[src/rtl/uart_rx_core_if.sv]
// uart_rx_core_if: receive-side byte handshake between the UART receiver
// (master, produces bytes and status pulses) and its consumer (slave,
// acknowledges bytes with rd_en).
interface uart_rx_core_if;
   logic       rd_en;
   logic [7:0] data_out;
   logic       rx_valid;
   logic       frame_err;
   logic       overrun;
   logic       busy;

   modport master (
      output data_out,
      output rx_valid,
      output frame_err,
      output overrun,
      output busy,
      input  rd_en
   );

   modport slave (
      input  data_out,
      input  rx_valid,
      input  frame_err,
      input  overrun,
      input  busy,
      output rd_en
   );
endinterface

[src/rtl/uart_rx_core.sv]
// uart_rx_core: 8N1 UART receiver. The rx pin is synchronized, the start bit
// is validated at mid-bit, eight data bits are sampled LSB-first and the stop
// bit is checked. A good byte lands in a holding register with a valid/read
// handshake; framing and overrun errors are reported as one-cycle pulses.
// Optional feature macro: UART_RX_MAJORITY_EN selects a 2-of-3 majority vote
// around mid-bit for every start/data/stop decision (decisions one cycle later).
module uart_rx_core #(
   parameter int unsigned CLKS_PER_BIT = 10416
) (
   input  logic              clk,
   input  logic              reset_n,
   input  logic              rx,
   uart_rx_core_if.master    bus
);

   localparam int unsigned HALF = (CLKS_PER_BIT - 1) / 2;
   localparam logic [15:0] BIT_LAST = 16'(CLKS_PER_BIT - 1);
`ifdef UART_RX_MAJORITY_EN
   localparam logic [15:0] START_DEC = 16'(HALF + 1);
   localparam logic [15:0] START_A   = 16'(HALF - 1);
   localparam logic [15:0] START_B   = 16'(HALF);
   localparam logic [15:0] BIT_A     = 16'(CLKS_PER_BIT - 3);
   localparam logic [15:0] BIT_B     = 16'(CLKS_PER_BIT - 2);
`else
   localparam logic [15:0] START_DEC = 16'(HALF);
`endif

   typedef enum logic [2:0] {
      IDLE      = 3'd0,
      START     = 3'd1,
      DATA      = 3'd2,
      STOP      = 3'd3,
      WAIT_HIGH = 3'd4
   } state_t;

   state_t      state_r, state_n;
   logic        sync1_r, sync2_r;
   logic        rx_s;
   logic        bit_s;
   logic [15:0] cnt_r, cnt_n;
   logic [2:0]  idx_r, idx_n;
   logic [7:0]  shift_r, shift_n;
   logic [7:0]  data_r, data_n;
   logic        valid_r, valid_n;
   logic        fe_r, fe_n;
   logic        ov_r, ov_n;
   logic        busy_r, busy_n;

   assign rx_s = sync2_r;

   // Two-flop synchronizer for the asynchronous rx line (idles high).
   always_ff @(posedge clk or negedge reset_n) begin
      if (!reset_n) begin
         sync1_r <= 1'b1;
         sync2_r <= 1'b1;
      end else begin
         sync1_r <= rx;
         sync2_r <= sync1_r;
      end
   end

`ifdef UART_RX_MAJORITY_EN
   logic samp_a_r, samp_b_r;

   // 2-of-3 majority vote of the three mid-bit samples.
   function automatic logic maj3(input logic a, input logic b, input logic c);
      return (a & b) | (a & c) | (b & c);
   endfunction

   // Capture the first two of the three mid-bit samples; the third is rx_s
   // itself on the decision edge.
   always_ff @(posedge clk or negedge reset_n) begin
      if (!reset_n) begin
         samp_a_r <= 1'b1;
         samp_b_r <= 1'b1;
      end else if (state_r == START) begin
         if (cnt_r == START_A) samp_a_r <= rx_s;
         if (cnt_r == START_B) samp_b_r <= rx_s;
      end else if ((state_r == DATA) || (state_r == STOP)) begin
         if (cnt_r == BIT_A) samp_a_r <= rx_s;
         if (cnt_r == BIT_B) samp_b_r <= rx_s;
      end
   end

   assign bit_s = maj3(samp_a_r, samp_b_r, rx_s);
`else
   assign bit_s = rx_s;
`endif

   // FSM state register.
   always_ff @(posedge clk or negedge reset_n) begin
      if (!reset_n) begin
         state_r <= IDLE;
      end else begin
         state_r <= state_n;
      end
   end

   // Next-state logic plus next values for counters, shifter and outputs.
   always_comb begin
      state_n = state_r;
      cnt_n   = cnt_r;
      idx_n   = idx_r;
      shift_n = shift_r;
      data_n  = data_r;
      fe_n    = 1'b0;
      ov_n    = 1'b0;
      // Consumer acknowledge; a completing byte below overrides this.
      if (bus.rd_en && valid_r) begin
         valid_n = 1'b0;
      end else begin
         valid_n = valid_r;
      end

      case (state_r)
         IDLE: begin
            cnt_n = 16'd0;
            if (!rx_s) begin
               state_n = START;
            end else begin
               state_n = IDLE;
            end
         end
         START: begin
            if (cnt_r == START_DEC) begin
               cnt_n = 16'd0;
               if (!bit_s) begin
                  state_n = DATA;
                  idx_n   = 3'd0;
               end else begin
                  // Start bit did not hold: treat as a glitch.
                  state_n = IDLE;
               end
            end else begin
               cnt_n = cnt_r + 16'd1;
            end
         end
         DATA: begin
            if (cnt_r == BIT_LAST) begin
               cnt_n   = 16'd0;
               shift_n = {bit_s, shift_r[7:1]};
               idx_n   = idx_r + 3'd1;
               if (idx_r == 3'd7) begin
                  state_n = STOP;
               end else begin
                  state_n = DATA;
               end
            end else begin
               cnt_n = cnt_r + 16'd1;
            end
         end
         STOP: begin
            if (cnt_r == BIT_LAST) begin
               cnt_n = 16'd0;
               if (bit_s) begin
                  data_n  = shift_r;
                  // An unread byte being replaced is an overrun unless it is
                  // being acknowledged on this very edge.
                  ov_n    = valid_r && !bus.rd_en;
                  valid_n = 1'b1;
                  state_n = IDLE;
               end else begin
                  fe_n    = 1'b1;
                  state_n = WAIT_HIGH;
               end
            end else begin
               cnt_n = cnt_r + 16'd1;
            end
         end
         WAIT_HIGH: begin
            // Hold off until the line returns high so a break reports once.
            if (rx_s) begin
               state_n = IDLE;
            end else begin
               state_n = WAIT_HIGH;
            end
         end
         default: begin
            state_n = IDLE;
            cnt_n   = 16'd0;
         end
      endcase

      busy_n = (state_n != IDLE);
   end

   // Datapath and output registers.
   always_ff @(posedge clk or negedge reset_n) begin
      if (!reset_n) begin
         cnt_r   <= 16'd0;
         idx_r   <= 3'd0;
         shift_r <= 8'h00;
         data_r  <= 8'h00;
         valid_r <= 1'b0;
         fe_r    <= 1'b0;
         ov_r    <= 1'b0;
         busy_r  <= 1'b0;
      end else begin
         cnt_r   <= cnt_n;
         idx_r   <= idx_n;
         shift_r <= shift_n;
         data_r  <= data_n;
         valid_r <= valid_n;
         fe_r    <= fe_n;
         ov_r    <= ov_n;
         busy_r  <= busy_n;
      end
   end

   assign bus.data_out  = data_r;
   assign bus.rx_valid  = valid_r;
   assign bus.frame_err = fe_r;
   assign bus.overrun   = ov_r;
   assign bus.busy      = busy_r;

endmodule

[src/flat_wrapper.sv]
// flat-port wrapper written by rule: the top's interface ports become plain ports
module uart_rx_core_flat 
#(
   parameter int unsigned CLKS_PER_BIT = 10416
)
  (clk, reset_n, rx, bus_data_out, bus_rx_valid, bus_frame_err, bus_overrun, bus_busy, bus_rd_en);
  uart_rx_core_if bus_i ();
  input  logic clk;
  input  logic reset_n;
  input  logic rx;
  output wire logic [$bits(bus_i.data_out)-1:0] bus_data_out;
  output wire logic [$bits(bus_i.rx_valid)-1:0] bus_rx_valid;
  output wire logic [$bits(bus_i.frame_err)-1:0] bus_frame_err;
  output wire logic [$bits(bus_i.overrun)-1:0] bus_overrun;
  output wire logic [$bits(bus_i.busy)-1:0] bus_busy;
  input wire logic [$bits(bus_i.rd_en)-1:0] bus_rd_en;
  assign bus_data_out = bus_i.data_out;
  assign bus_rx_valid = bus_i.rx_valid;
  assign bus_frame_err = bus_i.frame_err;
  assign bus_overrun = bus_i.overrun;
  assign bus_busy = bus_i.busy;
  assign bus_i.rd_en = bus_rd_en;
  uart_rx_core #(.CLKS_PER_BIT(CLKS_PER_BIT)) u_core (.clk(clk), .reset_n(reset_n), .rx(rx), .bus(bus_i));
endmodule
[config.mk]
export PLATFORM = sky130hd
export DESIGN_NAME = uart_rx_core_flat
export DESIGN_NICKNAME = d
export VERILOG_FILES = /design/src/rtl/uart_rx_core_if.sv /design/src/rtl/uart_rx_core.sv /design/src/flat_wrapper.sv
export SDC_FILE = /design/constraint.sdc
export NUM_CORES = 1
export LEC_CHECK = 0
export BUFFER_PORTS_ARGS = -buffer_cell sky130_fd_sc_hd__buf_2
export CAP_MARGIN = 10
export CORE_ASPECT_RATIO = 1.1
export CORE_UTILIZATION = 55
export DETAILED_ROUTE_END_ITERATION = 8
export GPL_TIMING_DRIVEN = 1
export PLACE_DENSITY = 0.74
export SYNTH_ARGS = -nofsm -noshare
export SYNTH_HDL_FRONTEND = slang
export SYNTH_SLANG_ARGS = --single-unit
[constraint.sdc]
create_clock -name clk -period 6.51 [get_ports clk]
set_clock_uncertainty 0.15 [all_clocks]
set_input_delay 1.302 -clock clk [delete_from_list [all_inputs] [get_ports clk]]
set_output_delay 1.302 -clock clk [all_outputs]
set_load 0.005 [all_outputs]
==> results of run 1 <==
metal layers:
metal / routed length, um / track usage [%]
met1: 1720 / 26.9
met2: 2010 / 38.6
met3: 160 / 6.21
met4: 75 / 8.81
met5: 0 / 0
sequential cells by signal, indices dropped and copies added, names as in the netlist:
signal / cells
u_core.bit_s: 1
u_core.sync1_r: 1
u_core.bus.rx_valid: 1
u_core.bus.data_out: 8
u_core.bus.frame_err: 1
u_core.idx_r: 3
u_core.cnt_r: 16
u_core.state_r: 3
u_core.bus.overrun: 1
u_core.shift_r: 8
u_core.bus.busy: 1
path summary, 6_finish.rpt:
| path | from | to | slack [ns] | depth (start not counted) |
|---|---|---|---|---|
| setup reg to reg | u_core.cnt_r[6] | u_core.bus.data_out[6] | 3.80 | 4 |
| setup / recovery | u_core.cnt_r[6] | u_core.bus.data_out[6] | 3.80 | 4 |
| hold reg to reg | u_core.sync1_r | u_core.bit_s | 0.21 | 0 |
| max in group asynchronous | reset_n | u_core.state_r[2] | 4.65 | 1 |
| hold / removal | u_core.sync1_r | u_core.bit_s | 0.21 | 0 |
| min in group asynchronous | reset_n | u_core.bus.rx_valid | 0.99 | 1 |
synth_stat cells, drive strengths merged, types with 2 or more instances:
| master | n | area (um^2) |
|---|---|---|
| mux2 | 16 | 210 |
| o21ai | 8 | 40.0 |
| buf | 3 | 20.0 |
| a21oi | 9 | 45.0 |
| dfrtp | 42 | 1050 |
| nand2 | 19 | 71.3 |
| and3 | 2 | 12.5 |
| ha | 3 | 37.5 |
| a31oi | 4 | 25.0 |
| nor3 | 9 | 45.0 |
| dfstp | 2 | 52.6 |
| nor4 | 2 | 12.5 |
| xnor2 | 4 | 35.0 |
| nand3 | 12 | 60.1 |
| and4 | 2 | 17.5 |
| nand3b | 4 | 30.0 |
| a21o | 4 | 30.0 |
| inv | 5 | 18.8 |
| clkbuf | 7 | 26.3 |
| a22o | 4 | 35.0 |
| nand4 | 5 | 31.3 |
| or3b | 2 | 17.5 |
| nor2 | 18 | 67.6 |
| or4 | 2 | 15.0 |
cell type report:
class                           instances  area, um^2
Tap cell                               50        62.6
Clock buffer                            6        82.6
Multi-Input combinational cell        143         951
Sequential cell                        44        1100
Timing Repair Buffer                   18        97.6
Fill cell                             292        1300
Inverter                                5        18.8
Clock inverter                          2        38.8
cells by family after synthesis:
| family | Yosys count | share of synthesized area, % |
|---|---|---|
| AND/OR/NAND/NOR | 85 | 21.0 |
| XOR/XNOR | 4 | 1.65 |
| buffers and inverters | 15 | 3.07 |
| adder cells (fa/ha/maj) | 3 | 1.77 |
| multiplexers | 16 | 9.92 |
| flip-flops | 44 | 52.1 |
| AO/OA/AOI/OAI | 35 | 10.5 |
power breakdown:
part	leakage (uW)	switching [uW]	internal (uW)
Combinational	0.000495	5.24	0.780
Clock	0.0000614	88.7	125
Sequential	0.000588	0.767	274
critical path, stage by stage, from the launching register on:
cell	delay (ns)
dfrtp_1	0.43
or4b_1	0.55
or4_1	0.54
or3_1	0.55
mux2_4	0.38
cells in the final DEF, fill, tap and decap left out, drive strengths merged, types with 6 or more instances in the layout:
cell type,count
nor2,18
buf,18
o21ai,8
nand3,12
nor3,9
clkbuf,6
dfrtp,42
a21oi,9
mux2,16
nand2,19
stage by stage:
| stage | worst slack (ns) | util [%] | hold WS, ns |
|---|---|---|---|
| floorplan | 4.02 | - | 0.195 |
| global placement | 3.85 | 61.1 | 0.201 |
| detailed placement | 3.80 | 61.1 | 0.198 |
| CTS | 3.80 | 64.4 | 0.212 |
| finish | 3.80 | 64.4 | 0.211 |
| global route | 3.68 | 64.4 | 0.213 |
==> flow_metrics.env, run 1 <==
export IMPL_dp_cells=260
export IMPL_slew_headroom_pct=38.7
export IMPL_syn_avg_cell_area_um2=10.5
export IMPL_routabilityCongestion=0.817
export IMPL_clockBufferDepth=2
export IMPL_synth_edf_count=0
export IMPL_overflow=0
export IMPL_grt_pass1_vias=1483
export IMPL_grt_start_max_net_pins=45
export IMPL_path_class="reg -> reg"
export IMPL_fin_tns_setup_ns=0
export IMPL_worstSetupStartpointType="flop"
export IMPL_syn_inst=202
export IMPL_numCtsBuffers=5
export IMPL_drv_cap=0
export IMPL_ys_types=41
export IMPL_final_area_um2=2350
export IMPL_drtAntennaViolNets=0
export IMPL_antenna_diode_count=0
export IMPL_vias=1575
export IMPL_root_buffer="clkbuf_8"
export IMPL_arrival_ns=2.75
export IMPL_synthFlopType="dfrtp_1"
export IMPL_p_leak_uw=0.00114
export IMPL_clk_pin_slew_worst_paths_ns=0.08
export IMPL_p_total_uw=495
export IMPL_yosysWarnings=0
export IMPL_outcome="completed"
export IMPL_cts_setup_buffers=0
export IMPL_area_growth_pct=11.1
export IMPL_finalSetupViolCount=0
export IMPL_io_pins=16
export IMPL_ctsResizeCount=0
export IMPL_die_y_um=67.1
export IMPL_vdd_drop_max_uv=122
export IMPL_rows=23
export IMPL_timing_fmax_mhz=369
export IMPL_die_w_um=61.2
export IMPL_portBuffers=15
export IMPL_clock_latency_ns=0.30
export IMPL_fin_nets=224
export IMPL_final_cells=268
export IMPL_critPathMaxFanout=10
export IMPL_worst_pin_slew_ns=0.920
export IMPL_core_um2=3650
export IMPL_fp_dieArea_um2=4110
export IMPL_synth_nets=209
export IMPL_clock_sinks=44
export IMPL_drt_iter0_markers=75
export IMPL_drv_slew=0
export IMPL_wire_per_inst_um=14.8
export IMPL_seq_area_frac_synth_pct=52.1
export IMPL_power_density_nw_per_um2=210
export IMPL_hp_class="reg -> reg"
export IMPL_required_ns=6.55
export IMPL_grt_setup_unrepaired="no"
export IMPL_initial_utilization_pct=58.0
export IMPL_htreeDepth=2
export IMPL_via_per_inst=5.88
export IMPL_hpwl_um=2750
export IMPL_async_flop_share_pct=100
export IMPL_cts_tree="built"
export IMPL_ys_ff_latch=44
export IMPL_postCtsHoldBufs=0
export IMPL_drive_gt1_share_pct=21.1
export IMPL_crit_path_end_kind="flop"
export IMPL_fin_crit_ns=2.71
export IMPL_antenna_found_initial=0
export IMPL_placed_cell_area_um2=2230
export IMPL_grt_usage_pct=22.8
export IMPL_dr_pass1_iters=4
export IMPL_grt_pass1_wl_um=6760
export IMPL_final_hold_viol_count=0
export IMPL_post_route_period_util_pct=41.7
export IMPL_syn_area_um2=2120
export IMPL_routed_wl_um=3970
export IMPL_drc=0
No activity file was read; power rests on OpenSTA's default activity.
==> inputs of run 2 (changes only) <==
CORE_UTILIZATION = 53   (was 55)
clock period = 2.2 ns   (was 6.51 ns; I/O delays follow)
==> flow_metrics.env, run 2 (same netlist as run 1, synthesis figures left out) <==
export IMPL_mostFrequentLayoutCells="42 x dfrtp_1, 34 x buf_4, 18 x nor2_1, 18 x nand2_1, 15 x buf_2"
export IMPL_hp_class="in -> reg"
export IMPL_htreeDepth=2
export IMPL_via_per_inst=5.72
export IMPL_cpMaxStageDelayCell="or4b_4"
export IMPL_wl_met3_um=143
export IMPL_violations="setup timing"
export IMPL_fin_crit_ns=2.41
export IMPL_fp_dieArea_um2=4260
export IMPL_drtAntennaViolNets=0
export IMPL_drv_cap=0
export IMPL_hp_start="rx"
export IMPL_crit_path_end_kind="flop"
export IMPL_initial_utilization_pct=56.7
export IMPL_die_w_um=62.3
export IMPL_dp_cells=293
export IMPL_outcome="complete, but fails checks"
export IMPL_drt_met1_wl_um=1940
export IMPL_path_buf_inv=1
export IMPL_clk_pin_slew_worst_paths_ns=0.08
export IMPL_rr_startpoint="u_core.cnt_r[4]"
export IMPL_numCtsBuffers=5
export IMPL_root_buffer="clkbuf_8"
export IMPL_largest_register_ff_count=16
export IMPL_clock_sinks=44
export IMPL_overflow=0
export IMPL_dr_pass1_iters=4
export IMPL_p_leak_uw=0.00138
export IMPL_grt_usage_pct=23.0
export IMPL_clock_latency_ns=0.29
export IMPL_antenna_found_initial=0
export IMPL_grt_setup_unrepaired="yes"
export IMPL_io_pins=16
export IMPL_core_um2=3740
export IMPL_finalSetupViolCount=37
export IMPL_finalWorstSetupSlack_ns=-0.213
export IMPL_final_cells=308
export IMPL_routabilityCongestion=0.866
export IMPL_routed_wl_um=4900
export IMPL_worst_pin_slew_ns=0.576
export IMPL_post_route_period_util_pct=110
export IMPL_drv_slew=0
export IMPL_timing_fmax_mhz=414
export IMPL_critPathMaxFanout=5
export IMPL_critPathLaunch="u_core.cnt_r[4]"
export IMPL_grt_start_max_net_pins=28
export IMPL_highest_layer="met4"
export IMPL_arrival_ns=2.44
export IMPL_vias=1762
export IMPL_post_route_util_pct=75.2
export IMPL_wire_per_inst_um=15.9
export IMPL_grt_pass1_wl_um=7530
export IMPL_portBuffers=15
export IMPL_slowest_delay_ns=0.52
export IMPL_drive_gt1_share_pct=38.4
export IMPL_fin_nets=264
export IMPL_required_ns=2.23
export IMPL_grt_pass1_vias=1662
export IMPL_power_density_nw_per_um2=535
export IMPL_final_hold_viol_count=0
export IMPL_slew_headroom_pct=61.6
export IMPL_critical_path_cell_chain="or4b_4 -> or4_4 -> or3_4 -> buf_6 -> mux2_4"
export IMPL_rows=23
export IMPL_route_met2_wl_um=2730
export IMPL_drt_iter0_markers=60
export IMPL_die_y_um=68.3
export IMPL_path_class="reg -> reg"
export IMPL_worstSetupStartpointType="flop"
export IMPL_largest_register="u_core.cnt_r"
export IMPL_cts_tree="built"
export IMPL_final_common_cell="dfrtp_1"
export IMPL_critPathTopFamily="simple AND/OR/NAND/NOR gates"
export IMPL_clockBufferDepth=2
export IMPL_vdd_drop_max_uv=377
export IMPL_drc=0
export IMPL_area_growth_pct=32.7
export IMPL_hpwl_um=3340
export IMPL_antenna_diode_count=0
-- run 2: final timing paths --
kind                                     endpoint  slack [ns]  depth (start not counted)
setup / recovery           u_core.bus.data_out[4]       -0.21                          5
hold reg to reg                      u_core.bit_s        0.21                          0
hold / removal                     u_core.sync1_r        0.08                          1
setup reg to reg           u_core.bus.data_out[4]       -0.21                          5
max in group asynchronous         u_core.cnt_r[6]        0.82                          3
min in group asynchronous       u_core.state_r[2]        0.52                          2
-- run 2: stage by stage --
step / hold slack, ns / cell area, um^2 / setup WS (ns) / total power, uW / TNS [ns]
5_1_grt: 0.0685 / 2810 / -0.256 / 1550 / -6.83
6_report: 0.0842 / 2810 / -0.213 / 1500 / -3.72
4_1_cts: 0.0799 / 2640 / -0.198 / 1520 / -3.07
3_5_place_dp: 0.197 / 2500 / -0.208 / 852 / -2.83
3_3_place_gp: 0.196 / 2500 / -0.174 / 851 / -2.40
2_1_floorplan: -0.00559 / 2130 / -0.171 / 830 / -2.49
-- run 2: per-layer routing --
| metal | up-vias | GRT usage, % |
|---|---|---|
| li1 | 839 | - |
| met1 | 872 | 26.5 |
| met4 | 0 | 6.98 |
| met5 | - | 0 |
| met3 | 8 | 4.67 |
| met2 | 43 | 43.8 |
-- run 2: layout make-up --
type                    instances  area, um^2
clock buffers                   7        96.3
clock inverters                 1        30.0
fillers                       252         928
inverters                       5        18.8
multi-input cells             143        1070
flip-flops and latches         44        1100
well taps                      50        62.6
repair buffers                 58         430
-- run 2: worst reg2reg max path: stages, from the launching register on --
cell	delay, ns
dfrtp_1	0.40
or4b_4	0.53
or4_4	0.43
or3_4	0.36
buf_6	0.15
mux2_4	0.29
-- run 2: repair_timing --
| action | CTS | global route |
|---|---|---|
| gates resized for setup | 2 | 29 |
| cloned | 0 | 1 |
| pin swaps | 0 | 5 |
| endpoints found under the hold margin | 15 | 0 |
| hold buffers | 1 | 0 |
| setup buffers | 0 | 5 |
| setup endpoints to repair | 30 | 39 |
-- run 2: where the power goes --
group	switching [uW]	total, uW	internal, uW
logic	17.4	23.2	5.77
clock network	266	667	401
registers	2.31	814	811
total	286	1500	1220
==> inputs of run 3 (changes only) <==
BUFFER_PORTS_ARGS = default   (was -buffer_cell sky130_fd_sc_hd__buf_2)
CORE_UTILIZATION = 55   (was 53)
DONT_BUFFER_PORTS = 1   (was default)
PLACE_DENSITY = 0.73   (was 0.74)
==> flow_metrics.env, run 3 (same netlist as run 1, synthesis figures left out) <==
export IMPL_htreeDepth=2
export IMPL_p_sw_share_pct=23.0
export IMPL_vias=1650
export IMPL_root_buffer="clkbuf_8"
export IMPL_portBuffers=0
export IMPL_largest_register_ff_count=16
export IMPL_drive_gt1_share_pct=29.9
export IMPL_pwr_share_seq_pct=60.1
export IMPL_grt_setup_unrepaired="yes"
export IMPL_required_ns=2.24
export IMPL_worst_pin_slew_ns=0.392
export IMPL_fin_crit_ns=2.43
export IMPL_io_pins=16
export IMPL_routabilityCongestion=0.809
export IMPL_intPower_uw=1040
export IMPL_post_route_period_util_pct=110
export IMPL_clock_latency_ns=0.30
export IMPL_outcome="complete, but fails checks"
export IMPL_critical_path_cell_chain="or4b_4 -> or4_4 -> or3_4 -> buf_6 -> mux2_4"
export IMPL_fin_nets=240
export IMPL_post_route_util_pct=70.1
export IMPL_area_growth_pct=20.9
export IMPL_largest_register="u_core.cnt_r"
export IMPL_worstRegToRegCells=5
export IMPL_crit_path_end_kind="flop"
export IMPL_cpMaxStageDelayCell="or4b_4"
export IMPL_grt_pass1_wl_um=7290
export IMPL_hp_class="in -> reg"
export IMPL_holdPathStages=1
export IMPL_grt_start_max_net_pins=45
export IMPL_core_um2=3650
export IMPL_finalWorstSetupSlack_ns=-0.228
export IMPL_timing_fmax_mhz=412
export IMPL_pwr_share_comb_pct=1.7
export IMPL_final_area_um2=2560
export IMPL_violations="DRC, setup timing"
export IMPL_path_class="reg -> reg"
export IMPL_ff2ff_setup_slack_ns=-0.23
export IMPL_routed_wl_um=4480
export IMPL_antenna_found_initial=0
export IMPL_drc=2
export IMPL_clk_pin_slew_worst_paths_ns=0.09
export IMPL_vdd_drop_max_uv=315
export IMPL_final_hold_viol_count=0
export IMPL_placed_cell_area_um2=2370
export IMPL_drtAntennaViolNets=0
export IMPL_grt_pass1_vias=1641
export IMPL_drt_iter0_markers=84
export IMPL_arrival_ns=2.46
export IMPL_slowest_delay_ns=0.54
export IMPL_wire_per_inst_um=15.8
export IMPL_grt_usage_pct=24.5
export IMPL_overflow=0
export IMPL_finalSetupViolCount=24
export IMPL_cts_tree="built"
export IMPL_antenna_diode_count=0
export IMPL_clock_sinks=44
export IMPL_switchingPower_uw=311
export IMPL_numCtsBuffers=5
export IMPL_clockBufferDepth=2
export IMPL_initial_utilization_pct=58.0
export IMPL_hpwl_um=3010
export IMPL_via_per_inst=5.81
export IMPL_slew_headroom_pct=73.9
export IMPL_die_w_um=61.2
export IMPL_critPathMaxFanout=5
export IMPL_p_leak_uw=0.00122
export IMPL_dr_pass1_iters=6
export IMPL_power_density_nw_per_um2=529
export IMPL_mostFrequentLayoutCells="42 x dfrtp_1, 29 x buf_4, 18 x nor2_1, 18 x nand2_1, 12 x nand3_1"
export IMPL_die_y_um=67.1
export IMPL_drv_cap=0
export IMPL_final_common_cell="dfrtp_1"
export IMPL_rows=23
export IMPL_pwr_share_clk_pct=38.2
export IMPL_worstSetupStartpointType="flop"
export IMPL_fp_dieArea_um2=4110
export IMPL_drv_slew=0
==> run 3: per-layer routing <==
metal	GRT usage [%]	routed length (um)	vias up
met3	6.41	147	9
met2	42.9	2380	38
met5	0	0	-
met1	27.8	1880	809
met4	9.38	76	0
li1	-	-	794
==> run 3: critical path: cells and delay by family (launching register included) <==
family                 cells  cell delay (ns)
flip-flops                 1             0.39
multiplexers               1             0.29
buffers and inverters      1             0.15
AND/OR/NAND/NOR            3             1.33
==> run 3: cell type report <==
class                           instances  area (um^2)
Tap cell                               50         62.6
Clock buffer                            5         68.8
Clock inverter                          3         23.8
Multi-Input combinational cell        143         1000
Sequential cell                        44         1100
Timing Repair Buffer                   34          280
Fill cell                             283         1090
Inverter                                5         18.8
==> run 3: power by group through the flow <==
stage	combinational [uW]	clock, uW	sequential [uW]
2_1_floorplan	0.923	0	829
3_3_place_gp	0.997	0	830
3_5_place_dp	1.00	0	830
4_1_cts	24.0	520	814
5_1_grt	26.7	557	814
6_report	23.0	518	814
==> run 3: final timing paths <==
kind	from	endpoint
hold reg to reg	u_core.sync1_r	u_core.bit_s
max in group asynchronous	reset_n	u_core.sync1_r
min in group asynchronous	reset_n	u_core.shift_r[1]
setup / recovery	u_core.cnt_r[6]	u_core.bus.data_out[1]
setup reg to reg	u_core.cnt_r[6]	u_core.bus.data_out[1]
hold / removal	bus_rd_en	u_core.bus.overrun
==> run 3: through the flow <==
step / instances / power [uW] / setup TNS, ns / hold WS [ns] / worst slack (ns)
after floorplan: 202 / 830 / -2.49 / -0.00559 / -0.171
after global placement: 271 / 831 / -2.98 / -0.00480 / -0.171
after detailed placement: 271 / 831 / -3.96 / -0.00479 / -0.224
after CTS: 283 / 1360 / -3.03 / 0.0523 / -0.210
after global routing: 284 / 1400 / -6.51 / 0.0337 / -0.284
final: 284 / 1350 / -2.91 / 0.0392 / -0.228
==> run 3: timing repair <==
item	in CTS	in global routing
resized for setup	3	11
setup endpoints to repair	33	39
cloned	0	1
hold endpoints to repair	45	0
buffers inserted	1	0
hold buffers	3	0
